File: src/rtl/ultrasonic_ranger_pkg.sv
// Shared types and helpers for the multi-channel ultrasonic ranger.
package ultrasonic_pkg;

    localparam int US_W = 17;
    localparam int CH_W = 3;

    typedef enum logic [2:0] {
        IDLE      = 3'd0,
        TRIG      = 3'd1,
        WAIT_RISE = 3'd2,
        MEASURE   = 3'd3,
        HOLD      = 3'd4
    } state_t;

    // Round-robin pick: first set mask bit at or after 'start', wrapping at num_ch.
    // With an empty mask the start channel is returned; callers gate on |mask.
    function automatic logic [CH_W-1:0] pick_ch(input logic [7:0]      mask,
                                                 input logic [CH_W-1:0] start,
                                                 input int              num_ch);
        logic [CH_W-1:0] sel;
        logic            found;
        int              idx;
        sel   = start;
        found = 1'b0;
        for (int i = 0; i < 8; i++) begin
            idx = (int'(start) + i) % num_ch;
            if (!found && (i < num_ch) && mask[CH_W'(idx)]) begin
                sel   = CH_W'(idx);
                found = 1'b1;
            end
        end
        return sel;
    endfunction

endpackage

File: src/rtl/us_tick_gen.sv
// Microsecond tick prescaler: one-cycle tick every TICK_DIV clocks.
module us_tick_gen #(
    parameter int TICK_DIV = 100
) (
    input  logic clk,
    input  logic rst,
    output logic tick
);

    localparam int CNT_W = (TICK_DIV > 1) ? $clog2(TICK_DIV) : 1;
    localparam logic [CNT_W-1:0] CNT_LAST = CNT_W'(TICK_DIV - 1);

    logic [CNT_W-1:0] cnt;

    assign tick = (cnt == CNT_LAST);

    // Free-running prescaler 0..TICK_DIV-1
    always_ff @(posedge clk) begin
        if (rst) begin
            cnt <= '0;
        end else if (tick) begin
            cnt <= '0;
        end else begin
            cnt <= cnt + CNT_W'(1);
        end
    end

endmodule

File: src/rtl/ultrasonic_ranger.sv
// Multi-channel HC-SR04-style ranger: round-robin trigger slots, echo timing in us and cm.
module ultrasonic_ranger
    import ultrasonic_pkg::*;
#(
    parameter int NUM_CH     = 2,
    parameter int TICK_DIV   = 100,
    parameter int TRIG_US    = 10,
    parameter int PERIOD_US  = 100000,
    parameter int TIMEOUT_US = 30000,
    parameter int CM_DIV     = 58
) (
    input  logic              clk,
    input  logic              rst,
    input  logic              enable,
    input  logic [NUM_CH-1:0] ch_mask,
    input  logic [NUM_CH-1:0] echo,
    output logic [NUM_CH-1:0] trigger,
    output logic              res_valid,
    output logic [2:0]        res_ch,
    output logic [15:0]       res_us,
    output logic [15:0]       res_cm,
    output logic              res_timeout,
    output logic              busy
);

    localparam logic [US_W-1:0] TRIG_END   = US_W'(TRIG_US - 1);
    localparam logic [US_W-1:0] PERIOD_END = US_W'(PERIOD_US - 1);
    localparam logic [US_W-1:0] TMO_END    = US_W'(TIMEOUT_US - 1);
    localparam logic [US_W-1:0] CM_END     = US_W'(CM_DIV - 1);
    localparam logic [15:0]     TMO_US16   = 16'(TIMEOUT_US);
    localparam logic [15:0]     TMO_CM16   = 16'(TIMEOUT_US / CM_DIV);
    localparam logic [CH_W-1:0] LAST_CH    = CH_W'(NUM_CH - 1);

    state_t state, state_nxt;

    logic              tick;
    logic [NUM_CH-1:0] echo_p0, echo_p1;
    logic              echo_sel, echo_prev;
    logic              rise, fall;
    logic [7:0]        mask8;

    logic [CH_W-1:0]   ch, ptr, next_ptr, sel_start, sel_ch;
    logic              sel_ok, hold_done, start_slot;

    logic [US_W-1:0]   slot_us, wait_us, echo_us, cm_sub, cm_cnt;
    logic [US_W-1:0]   us_inc, cm_sub_inc, cm_inc;
    logic              cm_wrap;

    us_tick_gen #(
        .TICK_DIV(TICK_DIV)
    ) u_tick (
        .clk (clk),
        .rst (rst),
        .tick(tick)
    );

    // Two-flop synchroniser on every raw echo input
    always_ff @(posedge clk) begin
        if (rst) begin
            echo_p0 <= '0;
            echo_p1 <= '0;
        end else begin
            echo_p0 <= echo;
            echo_p1 <= echo_p0;
        end
    end

    // Route the active channel's echo and widen the mask for the selector
    always_comb begin
        echo_sel = 1'b0;
        mask8    = 8'h00;
        for (int i = 0; i < NUM_CH; i++) begin
            if (ch == CH_W'(i)) echo_sel = echo_p1[i];
            mask8[i] = ch_mask[i];
        end
    end

    assign rise       = echo_sel & ~echo_prev;
    assign fall       = ~echo_sel & echo_prev;
    assign next_ptr   = (ch == LAST_CH) ? '0 : ch + CH_W'(1);
    assign sel_start  = (state == HOLD) ? next_ptr : ptr;
    assign sel_ch     = pick_ch(mask8, sel_start, NUM_CH);
    assign sel_ok     = enable && (|ch_mask);
    // >= covers a long wait+echo overrunning the slot: the next slot then starts on the next tick
    assign hold_done  = tick && (slot_us >= PERIOD_END);
    assign start_slot = (state_nxt == TRIG) && (state != TRIG);

    // Echo width and cm counters including the tick of the current cycle, so a
    // falling edge on a tick reports the full count
    assign us_inc     = echo_us + US_W'(tick);
    assign cm_wrap    = tick && (cm_sub == CM_END);
    assign cm_sub_inc = cm_wrap ? '0 : cm_sub + US_W'(tick);
    assign cm_inc     = cm_cnt + US_W'(cm_wrap);

    // State register
    always_ff @(posedge clk) begin
        if (rst) state <= IDLE;
        else     state <= state_nxt;
    end

    // Next-state logic
    always_comb begin
        state_nxt = state;
        case (state)
            IDLE: begin
                if (tick && sel_ok) state_nxt = TRIG;
            end
            TRIG: begin
                if (tick && (slot_us == TRIG_END)) state_nxt = WAIT_RISE;
            end
            WAIT_RISE: begin
                if (rise)                                state_nxt = MEASURE;
                else if (tick && (wait_us == TMO_END))   state_nxt = HOLD;
            end
            MEASURE: begin
                if (fall)                                state_nxt = HOLD;
                else if (tick && (echo_us == TMO_END))   state_nxt = HOLD;
            end
            HOLD: begin
                if (hold_done) state_nxt = sel_ok ? TRIG : IDLE;
            end
            default: state_nxt = IDLE;
        endcase
    end

    // Outputs decoded from the registered state and channel
    always_comb begin
        trigger = '0;
        busy    = (state != IDLE);
        for (int i = 0; i < NUM_CH; i++) begin
            if ((state == TRIG) && (ch == CH_W'(i))) trigger[i] = 1'b1;
        end
    end

    // Slot bookkeeping, echo counters and result capture
    always_ff @(posedge clk) begin
        if (rst) begin
            echo_prev   <= 1'b0;
            ch          <= '0;
            ptr         <= '0;
            slot_us     <= '0;
            wait_us     <= '0;
            echo_us     <= '0;
            cm_sub      <= '0;
            cm_cnt      <= '0;
            res_valid   <= 1'b0;
            res_ch      <= '0;
            res_us      <= '0;
            res_cm      <= '0;
            res_timeout <= 1'b0;
        end else begin
            echo_prev <= echo_sel;
            res_valid <= 1'b0;

            if (tick) slot_us <= slot_us + US_W'(1);

            if ((state == WAIT_RISE) && tick) wait_us <= wait_us + US_W'(1);

            if (state == MEASURE) begin
                echo_us <= us_inc;
                cm_sub  <= cm_sub_inc;
                cm_cnt  <= cm_inc;
            end

            if ((state == HOLD) && hold_done) ptr <= next_ptr;

            if (start_slot) begin
                ch      <= sel_ch;
                slot_us <= '0;
                wait_us <= '0;
                echo_us <= '0;
                cm_sub  <= '0;
                cm_cnt  <= '0;
            end

            if ((state_nxt == HOLD) && (state == WAIT_RISE)) begin
                res_valid   <= 1'b1;
                res_ch      <= 3'(ch);
                res_us      <= '0;
                res_cm      <= '0;
                res_timeout <= 1'b1;
            end

            if ((state_nxt == HOLD) && (state == MEASURE)) begin
                res_valid <= 1'b1;
                res_ch    <= 3'(ch);
                if (fall) begin
                    res_us      <= 16'(us_inc);
                    res_cm      <= 16'(cm_inc);
                    res_timeout <= 1'b0;
                end else begin
                    res_us      <= TMO_US16;
                    res_cm      <= TMO_CM16;
                    res_timeout <= 1'b1;
                end
            end
        end
    end

endmodule

File: config.mk
export PLATFORM = sky130hd
export DESIGN_NAME = ultrasonic_ranger
export DESIGN_NICKNAME = d
export VERILOG_FILES = /design/src/rtl/ultrasonic_ranger_pkg.sv /design/src/rtl/us_tick_gen.sv /design/src/rtl/ultrasonic_ranger.sv
export SDC_FILE = /design/constraint.sdc
export NUM_CORES = 1
export LEC_CHECK = 0
export BUFFER_PORTS_ARGS = -buffer_cell sky130_fd_sc_hd__buf_2
export CAP_MARGIN = 20
export CORE_UTILIZATION = 40
export CTS_BUF_LIST = sky130_fd_sc_hd__clkbuf_4
export DETAILED_ROUTE_END_ITERATION = 16
export PLACE_DENSITY_LB_ADDON = 0.05
export SYNTH_ARGS = -nofsm -noshare
export SYNTH_HDL_FRONTEND = slang
export SYNTH_SLANG_ARGS = --single-unit
File: constraint.sdc
create_clock -name clk -period 5.48 [get_ports clk]
set_input_delay 1.096 -clock clk [delete_from_list [all_inputs] [get_ports clk]]
set_output_delay 1.096 -clock clk [all_outputs]
set_load 0.01 [all_outputs]
* After elaboration in Yosys (flattened, before gate mapping)
Cells that the tools add are included.
** Storage, ports and cells
- Register bits after elaboration :: 143
- Bits of input ports :: 7
- Output and inout port bits :: 40
- Word-level logic and storage cells :: 105
** Cells by class
- Add/subtract/negate cells :: 8
- Order comparisons :: 3
- Equal/unequal tests :: 13
- Multiplexer cells :: 36
- Bitwise operators :: 5
- Reductions and logical operators :: 23
** Operators with widths (number)
- 16-bit 2-to-1 mux :: 5
- 17-bit by 1-bit adder with 17-bit output :: 3
- 3-bit 2-to-1 mux :: 13
- 17-bit by 1-bit adder with 17-bit output (second input constant) :: 2
- 17-bit by 15-bit == test with 1-bit output (second input constant) :: 2
- 17-bit by 4-bit == test with 1-bit output (second input constant) :: 1
- 17-bit by 6-bit == test with 1-bit output (second input constant) :: 1
- 17-bit >= comparator (second input constant) :: 1
- 17-bit 2-to-1 mux :: 1
- 1-bit logical AND :: 15
- 1-bit 2-to-1 mux :: 15
- 3-bit case mux with 5 select lines :: 1
- 3-bit by 1-bit == test with 1-bit output (second input constant) :: 3
- 7-bit by 1-bit adder with 7-bit output (second input constant) :: 1
- 7-bit == test (second input constant) :: 1
- 3-bit by 2-bit == test with 1-bit output (second input constant) :: 2
- 3-bit == test (second input constant) :: 2
- 3-bit zero test :: 2
- 2-bit OR reduction :: 3
- 2-bit by 5-bit < comparator with 1-bit output (second input constant) :: 1
- 1-bit by 4-bit < comparator with 1-bit output (second input constant) :: 1
- 3-bit by 1-bit adder with 3-bit output (second input constant) :: 1
- 3-bit by 1-bit != test with 1-bit output (second input constant) :: 1
- 3-bit nonzero test :: 1
- 7 further kinds :: 9

* Depth between registers and ports, before layout
Gate-level depths: netlist of run 1.
- Word-level depth :: 11
- Mapped depth :: 14
- Gate-level depth less buffers :: 12

* Modules after synthesis
Synthesis of run 1 repeated with hierarchy kept, for this count alone.
** Second synthesis, totals
- Cell total of the unflattened synthesis :: 750
- Area total of the unflattened synthesis :: 6496.2 um^2
** By module, submodules not included
- ultrasonic_ranger :: times used 1, cells each 717, area an instance 6189.7 um^2, sequential area each 2662.6 um^2
- us_tick_gen :: times used 1, cells each 33, area an instance 306.5 um^2, sequential area each 140.1 um^2

* Worst setup path before layout of run 1
No wires, ideal clock.
- Path kind :: register -> register
- Start point :: register u_tick.cnt[4]
- End point :: register echo_us[14]
- Arrival :: 3553 ps
- Data required time :: 5339 ps
- Setup slack :: 1786 ps
- Stages on the path, launching flop included :: 15
- Cells stage by stage :: dfxtp_1 > or4b_1 > buf_2 > or2_4 > inv_1 > buf_1 > ha_1 > ha_1 > nand3_1 > or2_2 > clkbuf_1 > nor4_1 > nand3_1 > xor2_1 > nor3_2
** On the way
- Longest elaborated chain between the ends :: 8
- Elaborated cells between the ends (all ways) :: 18
- Classes of those cells :: 1 x add/sub; 2 x eq/ne; 8 x mux; 7 x reduce/logical
** Ends and longest elaborated chain
- start, declared :: RTL line us_tick_gen.sv:13 : logic [CNT_W-1:0] cnt;
- start signal, assigned :: RTL line us_tick_gen.sv:24 : cnt <= cnt + CNT_W'(1);
- 7-bit == test * :: RTL line us_tick_gen.sv:15 : assign tick = (cnt == CNT_LAST);
- 1-bit logical AND, on equally long branches :: RTL line ultrasonic_ranger.sv:117, ultrasonic_ranger.sv:113
- 3-bit 2-to-1 mux, on equally long branches :: RTL line ultrasonic_ranger.sv:117, ultrasonic_ranger.sv:113
- 3-bit 2-to-1 mux, on equally long branches :: RTL line ultrasonic_ranger.sv:116, ultrasonic_ranger.sv:112
- 3-bit case mux with 5 select lines :: RTL line ultrasonic_ranger.sv:104 : case (state)
- 3-bit by 1-bit == test with 1-bit output :: RTL line ultrasonic_ranger.sv:86 : assign start_slot = (state_nxt == TRIG) && (state != TRIG);
- 1-bit logical AND :: RTL line ultrasonic_ranger.sv:86
- 2-bit OR reduction (no line)
- end signal, assigned :: RTL line ultrasonic_ranger.sv:160 : echo_us <= us_inc;
- end, declared :: RTL line ultrasonic_ranger.sv:45 : logic [US_W-1:0] slot_us, wait_us, echo_us, cm_sub, cm_cnt;
Every way passes the cells marked *; elsewhere a longest branch is shown, timed or not.
A chain may end at the register's enable or synchronous reset.

* Worst setup path in the final report of run 1
Ends and elaborated chain as after synthesis.

==> reports/metrics.csv, run 1 <==
metric,value,unit
pwr/cell area,251,nW/um^2
worst r2r path cells,11,
Die Height,132,um
Root Driver,clkbuf_4,
Final #Nets,787,
Synth Area in Compound Gates,6.60,%
Std-Cell Rows,47,
"Hold Vio Cnt, Final",0,
FILL cells,1685,
cts hold-fix bufs,0,
xor and xnor area share after synthesis,14.1,%
die footprint,17500,sq um
Fin Hold WS,0.455,ns
CORE AREA,16600,sq um
Hold Crit Depth,1,
peak supply drop,0.153,mV
Mean Syn Cell Area,9.00,sq um
syn_nets,771,
Clock Latency Late Sink,0.55,ns
warnings from Yosys,0,
Initial Util,40.9,%
Final Cycle Share,71.1,%
final non-filler cell total,1004,
Wirelength per Cell,15.2,um
DR DRC count,0,
setup_tns,0,ns
vias per cell,5.16,
Final Util,44.9,%
Tmin final,3.89,ns
status,completed,
ratio of cells with drive above 1 in the final layout,18.3,%
IO Pins,47,
max-slew violation count,0,
clock tree buffer depth,2,
Sw Share,21.4,%
post-cts resize count,0,
leading area contributor after synthesis,dfxtp_1,
Synth top cells by count,"dfxtp_1, nor3_1, xor2_1",
Comb power frac,1.6,%
"Top FF cell, synth",dfxtp_1,
gr usage total,18.2,%
pin count of the biggest net entering global routing,72,
setup slack after layout,1.59,ns
R2R Path End,echo_us[14]$_SDFFE_PP0P_,
mux cell area share after synthesis,1.62,%
critical path data required time,5.90,ns
Hold Startpoint,echo_p0[1]$_SDFF_PP0_,
grt ovf,0,
Pint,1.47,mW
total power,1.87,mW
fmax,257,MHz
Max Cap Violations,0,
Synth Area in Adders,1.99,%
Placer Congestion,0.770,
Clock transition at path regs,0.12,ns
clock sink count,140,
Clk pwr share,43.8,%
Pleak,2.77,nW
WL final,15.2,mm
"EDFF count, synth",0,
NetSw,402,uW
Critical Path Sink Type,register,
post-route antenna net violation count,0,
synthesized cell area,6790,sq um
Tightest Pin Transition,0.894,ns
Area Overhead vs Synth,9.69,%
initial antenna violation count,1,
reg2reg start,u_tick.cnt[4]$_SDFF_PP0_,
dpl cell area,7090,sq um
Synth area leaders,"dfxtp_1, xor2_1, nor3_2, xnor2_1, nor3_1",
#FFs+latches synth,140,
Post-Syn Instances,754,
startpoint types,register,
top-count cell post-synth,dfxtp_1,
hold crit path type,reg -> reg,
chip width,132,um
dpl cells,971,
total CTS buffers,17,
RSZ-0062 raised after global routing,false,
Reg power frac,54.6,%
DP HPWL,10.2,mm
H-tree depth,4,
Max transition margin,40.4,%
Final Skew,0.0150,ns
post-CTS setup buffers,0,
main combinational cell family by area after synthesis,simple AND/OR/NAND/NOR gates,
vias in the first global route,5033,
Finished Cell Area,7450,sq um
crit path DAT,4.32,ns
routed via count,5178,
count of cell types in the netlist,47,
Iteration-0 DRC Markers,281,
Worst R2R Setup Slack,1.59,ns
hold endpoint,echo_p1[1]$_SDFF_PP0_,
sequential element share of the synthesized area,41.3,%
final-report setup violation count,0,
crit-path max FO,17,
post-synth top area share,41.3,%
Simple-Gate Fraction of Synth Area,30.0,%
Post-synth ARST share,0,%
CTS tree,done,
PortBufs,46,
total iterations of the first detailed-routing run,5,
global-route wire length before repair,25.5,mm
pre-CTS setup slack,1.56,ns
Crit Path Category,reg -> reg,
==> cells by family after synthesis <==
kind of cell               after synthesis
muxes                                   11
DFF                                    140
AOI/OAI and AO/OA                       63
and+or+nand+nor                        353
buffers and inverters                   67
adders and majority gates               11
xor gates and xnor gates               109
==> area by class of cell <==
class | count | area [sq um] | share of cell area [%]
Antenna cell | 1 | 2.50 | 0.0336
Clock inverter | 15 | 226 | 3.04
Timing Repair Buffer | 52 | 278 | 3.73
Inverter | 12 | 45.0 | 0.605
Clock buffer | 17 | 128 | 1.71
Sequential cell | 140 | 2800 | 37.6
Multi-Input combinational cell | 547 | 3690 | 49.5
Tap cell | 220 | 275 | 3.70
==> cell usage in the layout, fill, tap and decap left out, types with 7 or more instances in the layout <==
master,count
buf_4,7
nor4_1,10
nor3_1,66
buf_2,45
xor2_1,65
or2_2,7
a22oi_1,22
a21oi_1,15
ha_1,10
nand4_1,19
mux2i_1,11
and3_1,16
o21ai_0,13
nand2_1,54
xnor2_1,44
inv_1,12
nor2_1,59
nand3_1,38
clkbuf_4,17
nor3_2,50
dfxtp_1,140
==> power by group through the flow <==
stage                     registers [mW]  clock network (mW)  logic [mW]
final                               1.02               0.820      0.0309
after global routing                1.02               0.893      0.0341
after CTS                           1.02               0.850      0.0315
after detailed placement            1.05                   0      0.0311
after global placement              1.05                   0      0.0313
after floorplan                     1.04                   0      0.0231
==> how the worst max path moves through the flow <==
stage	startpoint	to	slack, ns	depth (start not counted)
global route	u_tick.cnt[4]$_SDFF_PP0_	echo_us[14]$_SDFFE_PP0P_	1.30	11
finish	u_tick.cnt[4]$_SDFF_PP0_	echo_us[14]$_SDFFE_PP0P_	1.59	11
global placement	u_tick.cnt[4]$_SDFF_PP0_	echo_us[14]$_SDFFE_PP0P_	1.65	11
detailed placement	u_tick.cnt[4]$_SDFF_PP0_	echo_us[14]$_SDFFE_PP0P_	1.56	11
floorplan	u_tick.cnt[4]$_SDFF_PP0_	echo_us[14]$_SDFFE_PP0P_	1.79	14
CTS	u_tick.cnt[4]$_SDFF_PP0_	echo_us[14]$_SDFFE_PP0P_	1.54	11
==> flip-flops by register name, summed over array words and instances (netlist names) <==
register	cells
echo_prev	1
slot_us	17
cm_cnt	16
wait_us	17
res_ch	3
res_timeout	1
ptr	1
echo_p1	2
res_valid	1
cm_sub	17
res_cm	16
echo_us	17
res_us	16
echo_p0	2
state	3
ch	3
u_tick.cnt	7
==> layer usage <==
| metal | track usage [%] | up-vias | part of all wire (%) |
|---|---|---|---|
| met3 | 4.46 | 15 | 2.9 |
| met5 | 0 | - | 0 |
| li1 | - | 2659 | - |
| met2 | 29.8 | 68 | 48 |
| met1 | 23.6 | 2436 | 48 |
| met4 | 5.62 | 0 | 1.2 |
==> critical path, cell delays in order, from the launching register on <==
cell,delay [ns]
dfxtp_1,0.35
or4b_1,0.65
or2_4,0.31
inv_1,0.48
ha_1,0.29
ha_1,0.21
nand3_1,0.18
or2_2,0.41
nor4_1,0.47
nand3_1,0.16
xor2_1,0.21
nor3_2,0.05
Note: power is estimated with default switching activity, not from simulation.
==> run 2, diff against run 1 <==
==> constraint.sdc (replaced) <==
create_clock -name clk -period 3.65 [get_ports clk]
set_input_delay 0.73 -clock clk [delete_from_list [all_inputs] [get_ports clk]]
set_output_delay 0.73 -clock clk [all_outputs]
set_load 0.01 [all_outputs]
==> run 2 against run 1 <==
  * First-iteration DRC count is 16% lower
  * Sequential power is 51% higher
  * Maximum frequency is 15% higher
  * Routed wire length is 0.30% lower
  * Largest cell class unchanged
  * Sequential share of layout area is 0.41 points lower
  * Combinational power is 59% higher
  * Via count is 2.4% higher
  * Die area stayed put
  * Non-clock buffer count is 3 higher
  * Clock-buffer cell count is 2 higher
==> reports/metrics.csv, run 2 (synthesis results as in run 1) <==
metric,value,unit,change
status,completed,,unchanged
Clock Latency Late Sink,0.54,ns,was 0.55 ns
vias per cell,5.27,,was 5.16
Clock transition at path regs,0.12,ns,about the same
Pleak,2.81,nW,was 2.77 nW
IO Pins,47,,unchanged
busiest grt layer,met2,,unchanged
worst r2r path cells,11,,unchanged
grt met3 use,4.65,%,was 4.46%
Max transition margin,48.4,%,was 40.4%
"slowest stage delay, CP",0.65,ns,about the same
reg2reg start,u_tick.cnt[4]$_SDFF_PP0_,,unchanged
startpoint types,register,,unchanged
post-CTS setup buffers,0,,unchanged
pre-CTS setup slack,0.171,ns,was 1.56 ns
Area Overhead vs Synth,10.9,%,was 9.69%
Final Cycle Share,92.5,%,was 71.1%
Worst R2R Setup Slack,0.27,ns,was 1.59 ns
Final #Nets,790,,was 787
fmax,296,MHz,was 257 MHz
grt ovf,0,,unchanged
register area,2800,sq um,unchanged
initial antenna violation count,1,,unchanged
Die Height,132,um,unchanged
Crit Path Category,reg -> reg,,unchanged
cell family with most CP delay,simple AND/OR/NAND/NOR gates,,unchanged
final-report setup violation count,0,,unchanged
GRT met2 Usage,29.6,%,was 29.8%
H-tree depth,4,,unchanged
clock sink count,140,,unchanged
total iterations of the first detailed-routing run,4,,was 5
crit-path max FO,7,,was 17
"Hold Vio Cnt, Final",0,,unchanged
pin count of the biggest net entering global routing,122,,was 72
DR DRC count,0,,unchanged
Worst path slowest cell,or4b_1,,unchanged
Max Cap Violations,0,,unchanged
DP HPWL,10.0,mm,was 10.2 mm
max-slew violation count,0,,unchanged
clock tree buffer depth,2,,unchanged
Finished Cell Area,7530,sq um,was 7450 sq um
Hold Crit Depth,2,,was 1
met1 Usage GRT,24.0,%,was 23.6%
Hold Startpoint,echo[1],,was echo_p0[1]$_SDFF_PP0_
Initial Util,40.9,%,unchanged
critical path data required time,4.07,ns,was 5.90 ns
Std-Cell Rows,47,,unchanged
RSZ-0062 raised after global routing,false,,unchanged
Tmin final,3.38,ns,was 3.89 ns
peak supply drop,0.159,mV,was 0.153 mV
die footprint,17500,sq um,unchanged
Placer Congestion,0.800,,was 0.770
hold crit path type,in -> reg,,was reg -> reg
Critical Path Sink Type,register,,unchanged
CORE AREA,16600,sq um,unchanged
total CTS buffers,17,,unchanged
"commonest non-fill, non-tap cell in the layout",dfxtp_1,,unchanged
Wirelength per Cell,15.1,um,was 15.2 um
setup_tns,0,ns,unchanged
routed via count,5303,,"was 5,178"
global-route wire length before repair,25.6,mm,was 25.5 mm
chip width,132,um,unchanged
ordered list of cells on the worst path,or4b_1 > or2_4 > nor3_2 > ha_1 > ha_1 > nand3_1 > nor3_1 > nand3_1 > xnor2_1 > a22oi_1 > nor2_1,,was or4b_1 > or2_4 > inv_1 > ha_1 > ha_1 > nand3_1 > or2_2 > nor4_1 > nand3_1 > xor2_1 > nor3_2
post-route antenna net violation count,0,,unchanged
Bufs and invs on worst path,0,,was 1
FILL cells,1689,,"was 1,685"
WL final,15.2,mm,about the same
gr usage total,18.3,%,was 18.2%
R2R Path End,res_cm[10]$_SDFFE_PP0P_,,was echo_us[14]$_SDFFE_PP0P_
ratio of cells with drive above 1 in the final layout,19.2,%,was 18.3%
PortBufs,46,,unchanged
hold endpoint,echo_p0[1]$_SDFF_PP0_,,was echo_p1[1]$_SDFF_PP0_
Final Skew,0.0170,ns,was 0.0150 ns
vias in the first global route,5082,,"was 5,033"
Iteration-0 DRC Markers,237,,was 281
setup slack after layout,0.274,ns,was 1.59 ns
pwr/cell area,378,nW/um^2,was 251 nW/um^2
crit path DAT,3.80,ns,was 4.32 ns
Multi-input gate area,3700,sq um,was 3690 sq um
Tightest Pin Transition,0.773,ns,was 0.894 ns
most frequent cells in the layout,"dfxtp_1, nor3_1, xor2_1, nor2_1, nand2_1",,unchanged
dpl cell area,7150,sq um,was 7090 sq um
CTS tree,done,,unchanged
Final Util,45.4,%,was 44.9%
Root Driver,clkbuf_4,,unchanged
## run 2: changes by cell type in the layout (fill, tap and decap cells not counted)
cell        change
clkbuf_4        +2
clkinv_1        -3
clkinvlp_4      -1
clkinv_2        +1
nor4_2          +1
nor4_1          -1
nor3_1          -1
clkinv_4        +1
buf_12          +3
nor3_2          +1
## run 2: metrics by stage
step                      hold slack [ns]  cells  total power, mW
after global routing                0.335   1007             2.96
after detailed placement            0.431    974             1.62
final                               0.385   1007             2.84
after CTS                           0.327   1006             2.89
after global placement              0.433    974             1.62
after floorplan                     0.414    754             1.60
## run 2: power by group
group          total [mW]  switching (mW)  internal (mW)
logic              0.0491          0.0381         0.0109
registers            1.54         0.00262           1.53
clock network        1.26           0.569          0.690
total                2.84           0.610           2.23
## run 2: area by class of cell
class / instances / area share [%]
Antenna cell: 1 / 0.0332
Clock buffer: 19 / 1.89
Clock inverter: 13 / 2.94
Inverter: 12 / 0.598
Multi-Input combinational cell: 547 / 49.2
Sequential cell: 140 / 37.2
Tap cell: 220 / 3.66
Timing Repair Buffer: 55 / 4.49
## run 2: how the worst max path moves through the flow
stage                                        start                       end  slack, ns  depth (start not counted)
after CTS                 u_tick.cnt[4]$_SDFF_PP0_  echo_us[14]$_SDFFE_PP0P_       0.15                         11
after global routing      u_tick.cnt[4]$_SDFF_PP0_   res_cm[14]$_SDFFE_PP0P_       0.06                         11
after global placement    u_tick.cnt[4]$_SDFF_PP0_   res_cm[10]$_SDFFE_PP0P_       0.28                         11
final                     u_tick.cnt[4]$_SDFF_PP0_   res_cm[10]$_SDFFE_PP0P_       0.27                         11
after floorplan           u_tick.cnt[4]$_SDFF_PP0_  echo_us[14]$_SDFFE_PP0P_       0.15                         14
after detailed placement  u_tick.cnt[4]$_SDFF_PP0_  echo_us[14]$_SDFFE_PP0P_       0.17                         11
## run 2: layer usage
layer  vias up  part of all wire (%)
li1       2667                     -
met3        15                   3.1
met1      2556                    49
met5         -                     0
met2        65                    47
met4         0                   1.4
## run 2: repair_timing
action	CTS	global route
endpoints found under the setup margin	0	4
hold buffers	0	0
gates resized for setup	0	2
## run 2: worst register-to-register path, delay by kind of cell, from the launching register on
family          cells  cell delay (ns)
xor+xnor            1             0.15
flops               1             0.36
simple gates        7             2.14
compound gates      1             0.16
fa+ha+maj           2             0.46
==> run 3, diff against run 2 <==
--- a/config.mk
+++ b/config.mk
@@ -7,9 +7,12 @@
 export LEC_CHECK = 0
 export BUFFER_PORTS_ARGS = -buffer_cell sky130_fd_sc_hd__buf_2
 export CAP_MARGIN = 20
-export CORE_UTILIZATION = 40
+export CELL_PAD_IN_SITES_DETAIL_PLACEMENT = 1
+export CELL_PAD_IN_SITES_GLOBAL_PLACEMENT = 2
+export CORE_UTILIZATION = 39
 export CTS_BUF_LIST = sky130_fd_sc_hd__clkbuf_4
 export DETAILED_ROUTE_END_ITERATION = 16
+export GPL_ROUTABILITY_DRIVEN = 0
 export PLACE_DENSITY_LB_ADDON = 0.05
 export SYNTH_ARGS = -nofsm -noshare
 export SYNTH_HDL_FRONTEND = slang
==> constraint.sdc (replaced) <==
create_clock -name clk -period 3.65 [get_ports clk]
set_input_delay 0.73 -clock clk [delete_from_list [all_inputs] [get_ports clk]]
set_output_delay 0.73 -clock clk [all_outputs]
set_load 0.02 [all_outputs]
==> run 3 against run 2 <==
  * Routed wire length up 13%
  * Utilization down 0.69 points
  * Sequential share of layout area about the same
  * Combinational power up 2%
  * Setup slack better by 0.016 ns
  * Final cell count up 0.40%
  * Global-route usage up 2.0 points
  * Maximum frequency up 0.46%
  * Critical path type unchanged
==> reports/metrics.csv, run 3 (synthesis results as in run 1) <==
metric,value,unit,change
Clock Latency Late Sink,0.55,ns,was 0.54 ns
PortBufs,46,,unchanged
vias per cell,5.32,,was 5.27
post-cts resize count,0,,unchanged
DR DRC count,0,,unchanged
CTS tree,done,,unchanged
IO Pins,47,,unchanged
Pint,2.15,mW,was 2.23 mW
Reg power frac,55.4,%,was 54.0%
Root Driver,clkbuf_4,,unchanged
Max Cap Violations,0,,unchanged
pin count of the biggest net entering global routing,122,,unchanged
total power,2.77,mW,was 2.84 mW
gr usage total,20.3,%,was 18.3%
Wirelength per Cell,17.0,um,was 15.1 um
Comb power frac,1.8,%,was 1.7%
grt ovf,0,,unchanged
Area Overhead vs Synth,10.7,%,was 10.9%
setup_tns,0,ns,unchanged
peak supply drop,0.190,mV,was 0.159 mV
global-route wire length before repair,28.8,mm,was 25.6 mm
Tightest Pin Transition,0.800,ns,was 0.773 ns
Fin Hold WS,0.394,ns,was 0.385 ns
die footprint,17900,sq um,"was 17,500 sq um"
startpoint types,register,,unchanged
Critical Path Stages,11,,unchanged
max-slew violation count,0,,unchanged
post-route antenna net violation count,0,,unchanged
clock sink count,140,,unchanged
crit-path max FO,7,,unchanged
WL final,17.1,mm,was 15.2 mm
Tmin final,3.36,ns,was 3.38 ns
final-report setup violation count,0,,unchanged
fmax,298,MHz,was 296 MHz
Max transition margin,46.6,%,was 48.4%
post-CTS setup buffers,0,,unchanged
ordered list of cells on the worst path,or4b_1 > or2_4 > nor3_1 > ha_1 > ha_1 > nand3_1 > or2_2 > nor3_1 > xor2_1 > a22oi_1 > nor2_1,,was or4b_1 > or2_4 > nor3_2 > ha_1 > ha_1 > nand3_1 > nor3_1 > nand3_1 > xnor2_1 > a22oi_1 > nor2_1
Hold Crit Depth,2,,unchanged
Clk pwr share,42.8,%,was 44.3%
worst r2r path cells,11,,unchanged
Critical Path Sink Type,register,,unchanged
Std-Cell Rows,47,,unchanged
Final #Nets,794,,was 790
pwr/cell area,369,nW/um^2,was 378 nW/um^2
cts hold-fix bufs,0,,unchanged
hold crit path type,in -> reg,,unchanged
crit path DAT,3.78,ns,was 3.80 ns
total CTS buffers,17,,unchanged
total iterations of the first detailed-routing run,4,,unchanged
CORE AREA,16800,sq um,"was 16,600 sq um"
Final Skew,0.0179,ns,was 0.0170 ns
H-tree depth,4,,unchanged
cell family with most CP delay,simple AND/OR/NAND/NOR gates,,unchanged
Sw Share,22.3,%,was 21.4%
status,completed,,unchanged
"slowest stage delay, CP",0.65,ns,about the same
vias in the first global route,5656,,"was 5,082"
Pleak,2.82,nW,was 2.81 nW
chip width,134,um,was 132 um
clock tree buffer depth,2,,unchanged
Worst path slowest cell,or4b_1,,unchanged
Multi-input gate area,3690,sq um,was 3700 sq um
ratio of cells with drive above 1 in the final layout,19.4,%,was 19.2%
Final Cycle Share,92.1,%,was 92.5%
most frequent cells in the layout,"dfxtp_1, nor3_1, xor2_1, nor2_1, nand2_1",,unchanged
Initial Util,40.4,%,was 40.9%
routed via count,5376,,"was 5,303"
Die Height,134,um,was 132 um
initial antenna violation count,1,,unchanged
RSZ-0062 raised after global routing,false,,unchanged
Clock transition at path regs,0.11,ns,was 0.12 ns
Bufs and invs on worst path,0,,unchanged
register area,2800,sq um,unchanged
Crit Path Category,reg -> reg,,unchanged
NetSw,618,uW,was 610 uW
"commonest non-fill, non-tap cell in the layout",dfxtp_1,,unchanged
"Hold Vio Cnt, Final",0,,unchanged
FILL cells,2005,,"was 1,689"
Iteration-0 DRC Markers,181,,was 237
DP HPWL,11.7,mm,was 10.0 mm
critical path data required time,4.07,ns,about the same
==> run 3: worst register-to-register path: stages (launching register included) <==
cell and delay, ns:
dfxtp_1 0.35, or4b_1 0.65, or2_4 0.33, nor3_1 0.27
ha_1 0.24, ha_1 0.21, nand3_1 0.16, or2_2 0.41
nor3_1 0.29, xor2_1 0.11, a22oi_1 0.16, nor2_1 0.05
==> run 3: cell type report <==
cell class,instances,area share [%]
inverters,12,0.599
well taps,220,3.66
clock inverters,14,2.66
diodes,1,0.0333
repair buffers,59,4.89
flip-flops and latches,140,37.3
multi-input cells,547,49.1
clock buffers,18,1.80
==> run 3: power groups by stage <==
stage | Sequential, mW | Combinational [mW] | Clock, mW
after floorplan | 1.57 | 0.0346 | 0
after global placement | 1.57 | 0.0504 | 0
after detailed placement | 1.57 | 0.0507 | 0
after CTS | 1.54 | 0.0510 | 1.22
after global routing | 1.54 | 0.0554 | 1.30
final | 1.54 | 0.0502 | 1.19
==> run 3: layer usage <==
metal,vias up,part of all wire (%),GRT usage (%)
met5,-,0,0
met1,2638,48,25.7
met2,49,49,34.9
met4,0,0.87,5.30
li1,2673,-,-
met3,16,2.1,4.31
==> run 3: per-stage QoR <==
stage	instances	cell area [sq um]	setup WS, ns	util (%)
after floorplan	754	6790	0.150	-
after global placement	978	7180	0.417	42.7
after detailed placement	978	7180	0.272	42.7
after CTS	1010	7520	0.267	44.7
after global routing	1011	7520	0.0169	44.7
final	1011	7520	0.290	44.7
==> run 3: final timing paths <==
kind                            start                 endpoint  slack, ns
max          u_tick.cnt[4]$_SDFF_PP0_  res_cm[14]$_SDFFE_PP0P_       0.29
min                           echo[1]    echo_p0[1]$_SDFF_PP0_       0.39
max reg2reg  u_tick.cnt[4]$_SDFF_PP0_  res_cm[14]$_SDFFE_PP0P_       0.29
min reg2reg    res_cm[0]$_SDFFE_PP0P_   res_cm[0]$_SDFFE_PP0P_       0.46
